<file path="src/rtl/ssd_scan_ctrl.sv">
// rtl/ssd_scan_ctrl.sv - 4-digit seven-segment scan sequencer with dead-time blanking, blink and frame-synchronous updates
// Optional macro SSD_DP_EN adds the per-digit decimal-point input dp_in.
module ssd_scan_ctrl #(
  parameter int SCAN_DIV     = 262144,
  parameter int BLANK_CYC    = 1024,
  parameter int BLINK_FRAMES = 48
) (
  input  logic        board_clk,
  input  logic        reset_n,
  input  logic [15:0] digits_in,
  input  logic        load,
`ifdef SSD_DP_EN
  input  logic [3:0]  dp_in,
`endif
  input  logic [3:0]  dig_en,
  input  logic [3:0]  blink_en,
  output logic        load_pending,
  output logic        frame_done,
  output logic [3:0]  An,
  output logic [6:0]  Cathodes,
  output logic        Dp
);

  localparam int CW = (SCAN_DIV > 2) ? $clog2(SCAN_DIV) : 1;
  localparam int BW = (BLINK_FRAMES > 2) ? $clog2(BLINK_FRAMES) : 1;
  localparam logic [CW-1:0] CNT_LAST    = CW'(SCAN_DIV - 1);
  localparam logic [CW-1:0] CNT_BLANK   = CW'(BLANK_CYC);
  localparam logic [BW-1:0] BLINK_LAST  = BW'(BLINK_FRAMES - 1);

  typedef enum logic {ST_BLANK, ST_SHOW} state_t;

  state_t          state, state_nxt;
  logic [CW-1:0]   cnt, cnt_nxt;
  logic [1:0]      idx;
  logic [BW-1:0]   blink_cnt;
  logic            blink_phase;
  logic [15:0]     active, shadow;
  logic            slot_wrap, frame_wrap, lit;
  logic [3:0]      nibble;
  logic [3:0]      an_nxt;
  logic [6:0]      cath_nxt;
  logic            dp_nxt;
`ifdef SSD_DP_EN
  logic [3:0]      active_dp, shadow_dp;
`endif

  function automatic logic [6:0] seg_decode(input logic [3:0] v);
    case (v)
      4'h0: seg_decode = 7'b0000001;
      4'h1: seg_decode = 7'b1001111;
      4'h2: seg_decode = 7'b0010010;
      4'h3: seg_decode = 7'b0000110;
      4'h4: seg_decode = 7'b1001100;
      4'h5: seg_decode = 7'b0100100;
      4'h6: seg_decode = 7'b0100000;
      4'h7: seg_decode = 7'b0001111;
      4'h8: seg_decode = 7'b0000000;
      4'h9: seg_decode = 7'b0001100;
      4'hA: seg_decode = 7'b0001000;
      4'hB: seg_decode = 7'b1100000;
      4'hC: seg_decode = 7'b0110001;
      4'hD: seg_decode = 7'b1000010;
      4'hE: seg_decode = 7'b0110000;
      default: seg_decode = 7'b0111000;
    endcase
  endfunction

  always_comb begin
    slot_wrap  = (cnt == CNT_LAST);
    frame_wrap = slot_wrap && (idx == 2'd3);
    cnt_nxt    = slot_wrap ? '0 : cnt + 1'b1;
    state_nxt  = (cnt_nxt < CNT_BLANK) ? ST_BLANK : ST_SHOW;
    nibble     = active[{idx, 2'b00} +: 4];
    // A digit is dark when disabled or when its blink is in the off half-period.
    lit        = (state == ST_SHOW) && dig_en[idx] && !(blink_phase && blink_en[idx]);
    an_nxt     = lit ? ~(4'b0001 << idx) : 4'b1111;
    cath_nxt   = lit ? seg_decode(nibble) : 7'b1111111;
`ifdef SSD_DP_EN
    dp_nxt     = ~(lit & active_dp[idx]);
`else
    dp_nxt     = 1'b1;
`endif
  end

  always_ff @(posedge board_clk) begin
    if (!reset_n) begin
      state        <= ST_BLANK;
      cnt          <= '0;
      idx          <= 2'd0;
      blink_cnt    <= '0;
      blink_phase  <= 1'b0;
      active       <= 16'h0000;
      shadow       <= 16'h0000;
      load_pending <= 1'b0;
      frame_done   <= 1'b0;
      An           <= 4'b1111;
      Cathodes     <= 7'b1111111;
      Dp           <= 1'b1;
`ifdef SSD_DP_EN
      active_dp    <= 4'b0000;
      shadow_dp    <= 4'b0000;
`endif
    end else begin
      state      <= state_nxt;
      cnt        <= cnt_nxt;
      An         <= an_nxt;
      Cathodes   <= cath_nxt;
      Dp         <= dp_nxt;
      frame_done <= frame_wrap;
      if (slot_wrap)
        idx <= idx + 2'd1;

      if (load) begin
        shadow <= digits_in;
`ifdef SSD_DP_EN
        shadow_dp <= dp_in;
`endif
      end

      // A load landing on the boundary edge bypasses the shadow so it is never left pending.
      if (frame_wrap) begin
        load_pending <= 1'b0;
        if (load) begin
          active <= digits_in;
`ifdef SSD_DP_EN
          active_dp <= dp_in;
`endif
        end else if (load_pending) begin
          active <= shadow;
`ifdef SSD_DP_EN
          active_dp <= shadow_dp;
`endif
        end
        if (blink_cnt == BLINK_LAST) begin
          blink_cnt   <= '0;
          blink_phase <= ~blink_phase;
        end else begin
          blink_cnt <= blink_cnt + 1'b1;
        end
      end else if (load) begin
        load_pending <= 1'b1;
      end
    end
  end

endmodule

</file>
<file path="config.mk">
export PLATFORM = sky130hd
export DESIGN_NAME = ssd_scan_ctrl
export DESIGN_NICKNAME = d
export VERILOG_FILES = /design/src/rtl/ssd_scan_ctrl.sv
export SDC_FILE = /design/constraint.sdc
export NUM_CORES = 1
export LEC_CHECK = 0
export ABC_AREA = 1
export ABC_CLOCK_PERIOD_IN_PS = 4300
export CAP_MARGIN = 5
export CORE_MARGIN = 8
export CORE_UTILIZATION = 55
export DETAILED_ROUTE_END_ITERATION = 8
export GPL_ROUTABILITY_DRIVEN = 0
export PLACE_DENSITY = 0.81
export SLEW_MARGIN = 20
export SYNTH_ARGS = -nofsm -noshare
export SYNTH_HDL_FRONTEND = slang
export SYNTH_SLANG_ARGS = --single-unit
</file>
<file path="constraint.sdc">
create_clock -name board_clk -period 4.3 [get_ports board_clk]
set_input_delay 0.43 -clock board_clk [delete_from_list [all_inputs] [get_ports board_clk]]
set_output_delay 0.43 -clock board_clk [all_outputs]
set_load 0.01 [all_outputs]
</file>
## Word-level counts from Yosys, hierarchy flattened

Memories as Yosys holds them, arrays and structs flattened. A register that Yosys moved wholly into a read port is not among the register bits.
Index checks and enable logic that the tools add are counted.

- Word-level logic and storage cells: 44
- Bits in registers: 66
- Bits in read-only memories: 112
- Latch bits: 0
- RAM bits: 0
- Memories kept: 1
- Bits of input ports: 27

Memories:

| memory | words | width | read ports | clocked after Yosys merged registers in | wr ports | RTL line | RTL |
|---|---|---|---|---|---|---|---|
| (no name shown) | 16 | 7 | 1 | 1 | 0 | 48 | `case (v)` |

- Magnitude comparators: 2
- $add $sub $neg: 3
- Multiply operators: 0
- Eq/ne operators: 3
- Reductions and logical operators: 11
- Bitwise logic cells: 3
- Mux-type cells: 9
- Divide/modulo/power cells: 0
- Shifts and indexed selects: 2

Operator list:

| cell | count |
|---|---|
| 16-bit 2-to-1 mux | 2 |
| 18-bit by 1-bit adder with 18-bit output (second input constant) | 1 |
| 18-bit equality test (second input constant) | 1 |
| 18-bit by 11-bit less-than comparator with 1-bit output (second input constant) | 1 |
| 18-bit 2-to-1 mux | 1 |
| 16-bit by 5-bit variable part select with 4-bit output | 1 |
| 6-bit by 1-bit adder with 6-bit output (second input constant) | 1 |
| 6-bit equality test (second input constant) | 1 |
| 6-bit 2-to-1 mux | 1 |
| 2-bit AND reduction | 3 |
| 1-bit binary-select mux with 2-bit select | 2 |
| 1-bit logical AND | 4 |
| 4-bit inverter | 1 |
| 1-bit by 2-bit left shift with 4-bit output (first input constant) | 1 |
| 2-bit by 3-bit less-than comparator with 1-bit output (second input constant) | 1 |
| 1-bit 2-to-1 mux | 3 |
| 2-bit by 1-bit adder with 2-bit output (second input constant) | 1 |
| 2-bit equality test (second input constant) | 1 |
| 1-bit zero test | 2 |
| 1-bit inverter | 2 |
| 2-bit nonzero test | 1 |
| 2-bit OR reduction | 1 |

## Logic depth before layout (Yosys ltp)

Gate-level depths: netlist of the first run.

- Depth after elaboration: 7
- Mapped depth: 13
- Gate-level depth less buffers: 13

## Worst setup path after synthesis of the first run

Ideal clock, no wire load.

- Path kind: reg-to-reg
- From: reg idx[0]
- To: reg Cathodes[3]
- Setup slack: 2.664 ns
- Buffers on the path: 1
- Clock period less this slack: 1.636 ns
- Data required time: 4.163 ns
- Arrival: 1.500 ns
- Stages on the path, launching flop included: 12
- Cells stage by stage: dfxtp_1 > inv_1 > buf_2 > nand2_1 > nand3_1 > nand2_1 > inv_1 > ha_1 > inv_1 > nor2_1 > o21ai_0 > o2111ai_1

- Cells in the longest elaborated chain, start to end: 7
- Elaborated cells on any way between the ends: 11
- Those cells by class: 1 x shift; 4 x mux; 6 x reduce/logical

RTL lines:

| element | RTL line | RTL |
|---|---|---|
| from (decl) | 34 | `logic [1:0] idx;` |
| from (signal assigned) | 111 | `idx <= idx + 2'd1;` |
| 1-bit binary-select mux with 2-bit select | 75 | `lit = (state == ST_SHOW) && dig_en[idx] && !(blink_phase && blink_en[idx]);` |
| 1-bit 2-to-1 mux (implied by the code) | 75 |  |
| 1-bit logical AND | 75 |  |
| 1-bit zero test | 75 |  |
| 1-bit logical AND | 75 |  |
| 2-bit AND reduction (no line) | - |  |
| 1-bit zero test (no line) | - |  |
| to (decl) | 20 | `output logic [6:0] Cathodes,` |

Parallel ways exist; a longest one is shown, timed or not. The select of a mux whose other input is x is not followed.
A chain may end at the register's enable or synchronous reset.

## Final worst setup path of the first run

- From: in load
- To: reg active[8]

- Cells in the longest elaborated chain, start to end: 2
- Elaborated cells on any way between the ends: 3
- Those cells by class: 1 x mux; 2 x reduce/logical

RTL lines:

| element | RTL line | RTL |
|---|---|---|
| from (decl) | 11 | `input logic load,` |
| 2-bit nonzero test (no line) | - |  |
| 2-bit AND reduction (no line) | - |  |
| to (signal assigned) | 124 | `active <= digits_in;` |
| to (signal assigned) | 129 | `active <= shadow;` |
| to (decl) | 37 | `logic [15:0] active, shadow;` |

Parallel ways exist; a longest one is shown, timed or not.

==> results of run 1 <==
==> power groups by stage <==
| stage | logic, uW | registers [uW] | clock network [uW] |
|---|---|---|---|
| detailed placement | 69.7 | 708 | 0 |
| CTS | 69.9 | 692 | 596 |
| global placement | 68.6 | 707 | 0 |
| floorplan | 37.9 | 707 | 0 |
| finish | 69.3 | 692 | 579 |
| global route | 77.4 | 693 | 624 |
==> layout make-up <==
cell class / instances / area (um2) / area share [%]
sequential: 73 / 1460 / 37.0
clock inverter: 7 / 95.1 / 2.40
inverter: 30 / 113 / 2.85
multi-input combinational: 305 / 1670 / 42.2
clock buffer: 9 / 124 / 3.13
timing repair buffer: 40 / 398 / 10.1
tap: 75 / 93.8 / 2.37
==> routing by layer <==
layer	share of wire (%)	vias to the layer above	track usage [%]
li1	-	1441	-
met1	52	1236	21.9
met2	42	56	22.9
met3	6.1	2	5.28
met4	0.27	0	4.49
met5	0	-	0
==> synthesized netlist by cell type <==
library cell,instances,area (um2)
sky130_fd_sc_hd__nand2_1,96,360
sky130_fd_sc_hd__dfxtp_1,73,1460
sky130_fd_sc_hd__nor2_1,57,214
sky130_fd_sc_hd__a21oi_1,30,150
sky130_fd_sc_hd__nand3_1,29,145
sky130_fd_sc_hd__inv_1,27,101
sky130_fd_sc_hd__nand3b_1,17,128
sky130_fd_sc_hd__mux2i_1,16,160
sky130_fd_sc_hd__ha_1,12,150
sky130_fd_sc_hd__o21ai_0,11,55.1
sky130_fd_sc_hd__xor2_1,8,70.1
sky130_fd_sc_hd__buf_2,7,35.0
sky130_fd_sc_hd__clkbuf_1,6,22.5
sky130_fd_sc_hd__nor3_1,4,20.0
sky130_fd_sc_hd__o21bai_1,4,30.0
sky130_fd_sc_hd__nand2_4,3,33.8
sky130_fd_sc_hd__o211ai_1,3,22.5
sky130_fd_sc_hd__xnor2_1,3,26.3
sky130_fd_sc_hd__buf_8,2,30.0
sky130_fd_sc_hd__inv_2,2,7.51
sky130_fd_sc_hd__nor2_4,2,22.5
sky130_fd_sc_hd__a21oi_2,1,8.76
sky130_fd_sc_hd__a31oi_1,1,6.26
sky130_fd_sc_hd__buf_4,1,7.51
sky130_fd_sc_hd__buf_6,1,11.3
sky130_fd_sc_hd__clkinv_1,1,3.75
sky130_fd_sc_hd__conb_1,1,3.75
sky130_fd_sc_hd__nand2_2,1,6.26
sky130_fd_sc_hd__nor2_2,1,6.26
sky130_fd_sc_hd__nor2_8,1,20.0
sky130_fd_sc_hd__nor3b_1,1,7.51
sky130_fd_sc_hd__o2111ai_1,1,8.76
sky130_fd_sc_hd__o311ai_0,1,8.76
sky130_fd_sc_hd__or2_2,1,6.26
==> stage by stage <==
stage | utilization (%) | instance area (um2) | hold slack (ns) | power, uW
finish | 66.8 | 3960 | 0.469 | 1340
global route | 66.8 | 3960 | 0.483 | 1390
CTS | 66.8 | 3960 | 0.470 | 1360
detailed placement | 63.1 | 3740 | 0.457 | 777
global placement | 63.1 | 3740 | 0.446 | 776
floorplan | - | 3350 | 0.430 | 745
==> worst max path at each step <==
stage               cells after the start                       to  slack, ns
floorplan                              11   Cathodes[3]$_SDFF_PN1_       2.66
global placement                        6  active[14]$_SDFFE_PN0P_       1.68
detailed placement                      6   active[8]$_SDFFE_PN0P_       1.55
CTS                                     6   active[8]$_SDFFE_PN0P_       1.92
global route                            6   active[0]$_SDFFE_PN0P_       1.64
finish                                  6   active[8]$_SDFFE_PN0P_       1.90
==> registers in the layout (all words and copies together), names as in the netlist <==
| name | count |
|---|---|
| cnt | 18 |
| blink_cnt | 6 |
| state | 1 |
| active | 16 |
| frame_done | 1 |
| An | 4 |
| load_pending | 1 |
| shadow | 16 |
| Cathodes | 7 |
| idx | 2 |
| blink_phase | 1 |
==> worst register-to-register path, stage by stage (launching register included) <==
cell and delay [ns]:
sky130_fd_sc_hd__dfxtp_1 0.60, sky130_fd_sc_hd__inv_1 0.32, sky130_fd_sc_hd__nand2_1 0.14, sky130_fd_sc_hd__nand3_1 0.07, sky130_fd_sc_hd__nand2_1 0.21, sky130_fd_sc_hd__inv_1 0.10
sky130_fd_sc_hd__ha_1 0.21, sky130_fd_sc_hd__inv_1 0.09, sky130_fd_sc_hd__nor2_1 0.07, sky130_fd_sc_hd__o21ai_0 0.16, sky130_fd_sc_hd__o2111ai_1 0.11
==> cell families (layout without fill, tap and decap cells) <==
group / count (synthesis) / in the layout / synth area share [%]
xor+xnor: 11 / 11 / 2.88
fa+ha+maj: 12 / 12 / 4.48
other cells: 1 / 1 / 0.112
simple gates: 213 / 213 / 28.9
flops: 73 / 73 / 43.6
mux: 16 / 16 / 4.78
compound gates: 52 / 52 / 8.66
buf+inv: 47 / 86 / 6.53
==> impl_results.html, run 1 <==
<table>
<tr><th>Metric</th><th>Value</th></tr>
<tr><th colspan="2">Setup path</th></tr>
<tr><td>CP top delay family</td><td>buffers and inverters</td></tr>
<tr><td>CP endpoint kind</td><td>register</td></tr>
<tr><td>Sum of buffers and inverters on the critical path</td><td>2</td></tr>
<tr><td>Ordered cell list for the critical path</td><td>clkdlybuf4s50_1 &gt; nor2_1 &gt; clkinv_1 &gt; nand2_4 &gt; nand2_1 &gt; a21oi_1</td></tr>
<tr><td>Worst Setup SP</td><td>load</td></tr>
<tr><td>R2R Path Start</td><td>idx[0]$_SDFFE_PN0N_</td></tr>
<tr><td>Reg-to-reg endpoint</td><td>Cathodes[3]$_SDFF_PN1_</td></tr>
<tr><td>Slowest CP cell</td><td>sky130_fd_sc_hd__clkdlybuf4s50_1</td></tr>
<tr><td>Depth of the worst register-to-register path</td><td>10</td></tr>
<tr><td>Arrival @ worst endpoint</td><td>2.67 ns</td></tr>
<tr><td>CP peak stage delay</td><td>0.92 ns</td></tr>
<tr><td>Top fanout value on the critical path</td><td>17</td></tr>
<tr><td>Startpoint kind of the worst setup timing path</td><td>input pin</td></tr>
<tr><td>R2R Setup Slk</td><td>~2 ns</td></tr>
<tr><td>Critical path required time</td><td>4.57 ns</td></tr>
<tr><td>Critical setup path kind</td><td>in -&gt; reg</td></tr>
<tr><th colspan="2">Power</th></tr>
<tr><td>Worst supply voltage drop on vdd</td><td>0.350 mV</td></tr>
<tr><td>Sequential cell fraction of total power</td><td>51.6%</td></tr>
<tr><td>Internal power of the cells</td><td>1050 uW</td></tr>
<tr><td>Power dissipated by switching net loads</td><td>around 290 uW</td></tr>
<tr><td>PwrDens</td><td>339 nW/um2</td></tr>
<tr><td>Logic gate share of total power</td><td>5.2%</td></tr>
<tr><td>Leakage power</td><td>roughly 0.0016 uW</td></tr>
<tr><td>Sw Share</td><td>21.5%</td></tr>
<tr><td>Part of the total power dissipated in the clock network</td><td>43.2%</td></tr>
<tr><th colspan="2">CTS</th></tr>
<tr><td>Clock buffers created by TritonCTS</td><td>9</td></tr>
<tr><td>TritonCTS clock tree</td><td>yes</td></tr>
<tr><td>Number of setup buffers added after CTS</td><td>0</td></tr>
<tr><td>Clock root buffer</td><td>sky130_fd_sc_hd__clkbuf_8</td></tr>
<tr><td>Worst-path clk slew</td><td>0.08 ns</td></tr>
<tr><td>Clock buffer depth</td><td>2</td></tr>
<tr><td>Num Clock Sinks</td><td>73</td></tr>
<tr><td>Post_cts resized</td><td>0</td></tr>
<tr><td>Post-cts hold buffer count</td><td>0</td></tr>
<tr><td>H-Tree Depth</td><td>3</td></tr>
<tr><td>Clk_lat worst skew</td><td>0.34 ns</td></tr>
<tr><th colspan="2">Floorplan</th></tr>
<tr><td>IO Count</td><td>41</td></tr>
<tr><td>Die span in y</td><td>94.1 um</td></tr>
<tr><td>Initial cell density of the core</td><td>56.6%</td></tr>
<tr><td>Area of the core region</td><td>~6000 um2</td></tr>
<tr><td>Width of the die</td><td>94.1 um</td></tr>
<tr><td>Die Outline Area</td><td>8850 um2</td></tr>
<tr><td>Num rows</td><td>28</td></tr>
<tr><th colspan="2">Timing</th></tr>
<tr><td>Total of endpoints with negative setup slack in the final report</td><td>0</td></tr>
<tr><td>Max_slew headroom</td><td>between 30% and 40%</td></tr>
<tr><td>Share of the clock period used by the worst path after layout</td><td>55.9%</td></tr>
<tr><td>Final worst clock skew</td><td>0.00569 ns</td></tr>
<tr><td>Slew at the pin with the worst max-slew slack</td><td>0.973 ns</td></tr>
<tr><td>Setup repair after global routing missed its margin</td><td>false</td></tr>
<tr><td>Fmax</td><td>416 MHz</td></tr>
<tr><td>Setup TNS</td><td>0 ns</td></tr>
<tr><td>Count of final max-slew check failures</td><td>0</td></tr>
<tr><td>Fin worst setup slack</td><td>1.90 ns</td></tr>
<tr><td>Final Hold Violating Endpoints</td><td>0</td></tr>
<tr><td>Post-route minimum period</td><td>2.40 ns</td></tr>
<tr><th colspan="2">Route</th></tr>
<tr><td>First-iteration detailed-routing DRC count</td><td>roughly 160</td></tr>
<tr><td>Via count</td><td>2,735</td></tr>
<tr><td>Routed vias/inst</td><td>5.07</td></tr>
<tr><td>Wire length per cell after detailed routing</td><td>12.2 um</td></tr>
<tr><td>Routed Antenna Nets</td><td>0</td></tr>
<tr><td>Routed WL</td><td>between 6000 and 7000 um</td></tr>
<tr><td>Remaining design rule violation count</td><td>0</td></tr>
<tr><td>Detailed-routing iteration count for the pre-antenna-repair pass</td><td>4</td></tr>
<tr><th colspan="2">Global route</th></tr>
<tr><td>Total global routing overflow</td><td>0</td></tr>
<tr><td>GRT Util Overall</td><td>between 10% and 20%</td></tr>
<tr><td>First-pass GRT wire length</td><td>11,600 um</td></tr>
<tr><td>Number of antenna violations at the first check in global routing</td><td>0</td></tr>
<tr><td>Largest net degree at the start of global routing</td><td>between 40 and 50</td></tr>
<tr><td>Number of global-route vias before repair</td><td>2,551</td></tr>
<tr><th colspan="2">Synthesis</th></tr>
<tr><td>Syn_nets</td><td>between 400 and 500</td></tr>
<tr><td>Synthesized flop and latch total</td><td>73</td></tr>
<tr><td>Average cell area after synthesis</td><td>7.88 um2</td></tr>
<tr><td>Sequential area share after synthesis</td><td>43.6%</td></tr>
<tr><td>Synth unique cells</td><td>34</td></tr>
<tr><td>Cells after synthesis</td><td>425</td></tr>
<tr><td>Area of the mapped netlist</td><td>3350 um2</td></tr>
<tr><td>Count of synthesis-stage warnings from yosys</td><td>0</td></tr>
<tr><th colspan="2">Hold path</th></tr>
<tr><td>Depth of the worst hold-timing path</td><td>1</td></tr>
<tr><td>Hold path startpoint</td><td>cnt[0]$_SDFF_PP0_</td></tr>
<tr><td>Endpoint of the worst hold path</td><td>cnt[0]$_SDFF_PP0_</td></tr>
<tr><td>Min-Delay Path Class</td><td>reg -&gt; reg</td></tr>
<tr><th colspan="2">Final layout</th></tr>
<tr><td>Commonest non-fill, non-tap cells in the layout</td><td>sky130_fd_sc_hd__nand2_1, sky130_fd_sc_hd__dfxtp_1, sky130_fd_sc_hd__nor2_1</td></tr>
<tr><td>Most common cell after layout, fill and taps aside</td><td>sky130_fd_sc_hd__nand2_1</td></tr>
<tr><td>Antenna diode count</td><td>0</td></tr>
<tr><td>Filler Cell Count</td><td>between 400 and 500</td></tr>
<tr><td>Layout Nets</td><td>498</td></tr>
<tr><td>Layout-stage area growth over the synthesis result</td><td>18.0%</td></tr>
<tr><td>Layout Cells excl Fill</td><td>539</td></tr>
<tr><td>Fraction of layout cells with a size suffix above 1</td><td>roughly 6.3%</td></tr>
<tr><th colspan="2">Outcome</th></tr>
<tr><td>Result of the run</td><td>finished clean</td></tr>
<tr><th colspan="2">Place</th></tr>
<tr><td>Dpl cells</td><td>around 520</td></tr>
<tr><td>Number of port buffers</td><td>39</td></tr>
<tr><td>Half-perimeter wire length of the detailed placement result</td><td>4780 um</td></tr>
<tr><td>Worst Setup Slack post-DPL</td><td>approximately 1.6 ns</td></tr>
<tr><th colspan="2">Job</th></tr>
<tr><td>Number of max-cap violations</td><td>0</td></tr>
</table>
(Power assumes the default switching activity.)
==> inputs of run 2 (changes only) <==
--- a/config.mk
+++ b/config.mk
@@ -6,7 +6,7 @@
 export NUM_CORES = 1
 export LEC_CHECK = 0
 export ABC_AREA = 1
-export ABC_CLOCK_PERIOD_IN_PS = 4300
+export ABC_CLOCK_PERIOD_IN_PS = 2300
 export CAP_MARGIN = 5
 export CORE_MARGIN = 8
 export CORE_UTILIZATION = 55
==> constraint.sdc (replaced) <==
create_clock -name board_clk -period 2.3 [get_ports board_clk]
set_input_delay 0.23 -clock board_clk [delete_from_list [all_inputs] [get_ports board_clk]]
set_output_delay 0.23 -clock board_clk [all_outputs]
set_load 0.01 [all_outputs]
==> run 2 against run 1 <==
  * Sequential share of layout area about the same
  * Global-route usage increased by 0.34 points
  * Critical path depth increased by 6
  * Largest cell class unchanged
  * Worst hold slack improved by 0.0014 ns
==> impl_results.html, run 2 (synthesis gave the netlist of run 1 again) <==
<table>
<tr><th>Metric</th><th>Value</th></tr>
<tr><th colspan="2">Timing</th></tr>
<tr><td>Post-route minimum period</td><td>1.93 ns</td></tr>
<tr><td>Setup repair after global routing missed its margin</td><td>false</td></tr>
<tr><td>Share of the clock period used by the worst path after layout</td><td>83.7%</td></tr>
<tr><td>Fmax</td><td>519 MHz</td></tr>
<tr><td>Final worst clock skew</td><td>between 0.009 and 0.01 ns</td></tr>
<tr><td>Fin worst setup slack</td><td>~0.37 ns</td></tr>
<tr><td>Final Hold Violating Endpoints</td><td>0</td></tr>
<tr><td>Setup TNS</td><td>0 ns</td></tr>
<tr><td>Count of final max-slew check failures</td><td>0</td></tr>
<tr><td>Total of endpoints with negative setup slack in the final report</td><td>0</td></tr>
<tr><th colspan="2">Floorplan</th></tr>
<tr><td>Area of the core region</td><td>5920 um2</td></tr>
<tr><td>IO Count</td><td>slightly above 40</td></tr>
<tr><td>Initial cell density of the core</td><td>56.6%</td></tr>
<tr><td>Num rows</td><td>28</td></tr>
<tr><td>Die span in y</td><td>94.1 um</td></tr>
<tr><td>Die Outline Area</td><td>8850 um2</td></tr>
<tr><td>Width of the die</td><td>approximately 94 um</td></tr>
<tr><th colspan="2">Final layout</th></tr>
<tr><td>Commonest non-fill, non-tap cells in the layout</td><td>sky130_fd_sc_hd__nand2_1, sky130_fd_sc_hd__dfxtp_1, sky130_fd_sc_hd__nor2_1</td></tr>
<tr><td>Layout Cells excl Fill</td><td>about 540</td></tr>
<tr><td>Most common cell after layout, fill and taps aside</td><td>sky130_fd_sc_hd__nand2_1</td></tr>
<tr><td>Fraction of layout cells with a size suffix above 1</td><td>7.25%</td></tr>
<tr><td>Largest register FFs</td><td>18</td></tr>
<tr><td>Antenna diode count</td><td>0</td></tr>
<tr><td>Register bank with the most flops</td><td>cnt</td></tr>
<tr><td>Layout-stage area growth over the synthesis result</td><td>17.9%</td></tr>
<tr><td>Largest regs</td><td>cnt: 18 flops, active: 16 flops, shadow: 16 flops</td></tr>
<tr><td>Layout Nets</td><td>between 500 and 600</td></tr>
<tr><th colspan="2">CTS</th></tr>
<tr><td>Number of setup buffers added after CTS</td><td>0</td></tr>
<tr><td>Post-cts hold buffer count</td><td>0</td></tr>
<tr><td>Post_cts resized</td><td>0</td></tr>
<tr><td>H-Tree Depth</td><td>3</td></tr>
<tr><td>TritonCTS clock tree</td><td>yes</td></tr>
<tr><td>Worst-path clk slew</td><td>0.07 ns</td></tr>
<tr><td>Clock buffers created by TritonCTS</td><td>9</td></tr>
<tr><td>Num Clock Sinks</td><td>73</td></tr>
<tr><td>Clk_lat worst skew</td><td>roughly 0.35 ns</td></tr>
<tr><td>Clock buffer depth</td><td>2</td></tr>
<tr><td>Clock root buffer</td><td>sky130_fd_sc_hd__clkbuf_8</td></tr>
<tr><th colspan="2">Outcome</th></tr>
<tr><td>Result of the run</td><td>finished clean</td></tr>
<tr><th colspan="2">Setup path</th></tr>
<tr><td>CP top delay family</td><td>simple AND/OR/NAND/NOR gates</td></tr>
<tr><td>Arrival @ worst endpoint</td><td>around 2.2 ns</td></tr>
<tr><td>Slowest CP cell</td><td>sky130_fd_sc_hd__dfxtp_1</td></tr>
<tr><td>Sum of buffers and inverters on the critical path</td><td>2</td></tr>
<tr><td>Ordered cell list for the critical path</td><td>ha_1 &gt; nand2_2 &gt; nor2_4 &gt; nand2_4 &gt; nor2_4 &gt; nand2_4 &gt; inv_1 &gt; nor2_1 &gt; inv_1 &gt; nor2_1 &gt; nor2_1 &gt; nand2_1</td></tr>
<tr><td>Top fanout value on the critical path</td><td>8</td></tr>
<tr><td>CP peak stage delay</td><td>0.37 ns</td></tr>
<tr><td>CP endpoint kind</td><td>register</td></tr>
<tr><td>Critical path required time</td><td>2.54 ns</td></tr>
<tr><td>Startpoint kind of the worst setup timing path</td><td>register</td></tr>
<tr><td>Cell repeated most along the worst path</td><td>sky130_fd_sc_hd__nor2_1</td></tr>
<tr><td>Critical setup path kind</td><td>reg -&gt; reg</td></tr>
<tr><th colspan="2">Place</th></tr>
<tr><td>Half-perimeter wire length of the detailed placement result</td><td>5010 um</td></tr>
<tr><td>Worst Setup Slack post-DPL</td><td>0.402 ns</td></tr>
<tr><td>Number of port buffers</td><td>39</td></tr>
<tr><td>Dpl cells</td><td>between 500 and 600</td></tr>
<tr><th colspan="2">Route</th></tr>
<tr><td>Routed WL</td><td>6820 um</td></tr>
<tr><td>Via count</td><td>2,812</td></tr>
<tr><td>Remaining design rule violation count</td><td>0</td></tr>
<tr><td>Routed vias/inst</td><td>between 5 and 6</td></tr>
<tr><td>First-iteration detailed-routing DRC count</td><td>131</td></tr>
<tr><td>Detailed-routing iteration count for the pre-antenna-repair pass</td><td>4</td></tr>
<tr><td>Wire length per cell after detailed routing</td><td>12.5 um</td></tr>
<tr><td>Routed Antenna Nets</td><td>0</td></tr>
<tr><th colspan="2">Global route</th></tr>
<tr><td>First-pass GRT wire length</td><td>11,600 um</td></tr>
<tr><td>Number of global-route vias before repair</td><td>2,675</td></tr>
<tr><td>Number of antenna violations at the first check in global routing</td><td>0</td></tr>
<tr><td>Largest net degree at the start of global routing</td><td>26</td></tr>
<tr><td>GRT Util Overall</td><td>16.2%</td></tr>
<tr><td>Total global routing overflow</td><td>0</td></tr>
<tr><th colspan="2">Hold path</th></tr>
<tr><td>Min-Delay Path Class</td><td>reg -&gt; reg</td></tr>
<tr><th colspan="2">Power</th></tr>
<tr><td>Leakage power</td><td>0.00160 uW</td></tr>
<tr><td>Worst supply voltage drop on vdd</td><td>around 0.45 mV</td></tr>
<tr><td>PwrDens</td><td>586 nW/um2</td></tr>
<tr><th colspan="2">Job</th></tr>
<tr><td>Number of max-cap violations</td><td>0</td></tr>
</table>
run 2: metal layers:
| layer | vias to the layer above | track usage [%] | share of wire [%] | wire length [um] |
|---|---|---|---|---|
| met5 | - | 0 | 0 | 0 |
| met4 | 0 | 7.27 | 1.2 | 84 |
| met3 | 8 | 4.40 | 5.1 | 347 |
| met2 | 62 | 25.1 | 43 | 2960 |
| met1 | 1291 | 20.5 | 50 | 3430 |
| li1 | 1451 | - | - | - |
run 2: path summary, 6_finish.rpt:
path | cells after the start | from | slack (ns) | endpoint
setup reg to reg | 12 | cnt[0]$_SDFF_PP0_ | 0.37 | state$_SDFF_PN0_
setup / recovery | 12 | cnt[0]$_SDFF_PP0_ | 0.37 | state$_SDFF_PN0_
hold reg to reg | 2 | active[6]$_SDFFE_PN0P_ | 0.47 | active[6]$_SDFFE_PN0P_
hold / removal | 2 | active[6]$_SDFFE_PN0P_ | 0.47 | active[6]$_SDFFE_PN0P_
run 2: area by class of cell:
cell class | count | area, um2
Fill cell | 507 | 1970
Tap cell | 75 | 93.8
Multi-Input combinational cell | 305 | 1670
Sequential cell | 73 | 1460
Clock buffer | 10 | 138
Clock inverter | 5 | 32.5
Timing Repair Buffer | 46 | 443
Inverter | 30 | 113
run 2: worst reg2reg max path, cell delays in order, from the launching register on:
cell and delay, ns:
sky130_fd_sc_hd__dfxtp_1 0.37, sky130_fd_sc_hd__ha_1 0.20, sky130_fd_sc_hd__nand2_2 0.08, sky130_fd_sc_hd__nor2_4 0.15, sky130_fd_sc_hd__nand2_4 0.10, sky130_fd_sc_hd__nor2_4 0.15, sky130_fd_sc_hd__nand2_4 0.08, sky130_fd_sc_hd__inv_1 0.10
sky130_fd_sc_hd__nor2_1 0.05, sky130_fd_sc_hd__inv_1 0.24, sky130_fd_sc_hd__nor2_1 0.11, sky130_fd_sc_hd__nor2_1 0.13, sky130_fd_sc_hd__nand2_1 0.06
run 2: metrics by stage:
step                cell area [um2]  hold WS (ns)  power [uW]  util (%)
floorplan                      3350         0.333        1390         -
global placement               3780         0.443        1460      63.9
detailed placement             3780         0.454        1460      63.9
CTS                            3950         0.472        2330      66.7
global route                   3950         0.493        2400      66.7
finish                         3950         0.470        2310      66.7
run 2: where the power goes:
group	internal [uW]	leakage, uW	switching, uW
Clock	410	0.0000802	474
Sequential	1280	0.000592	8.51
Combinational	74.6	0.000929	62.3
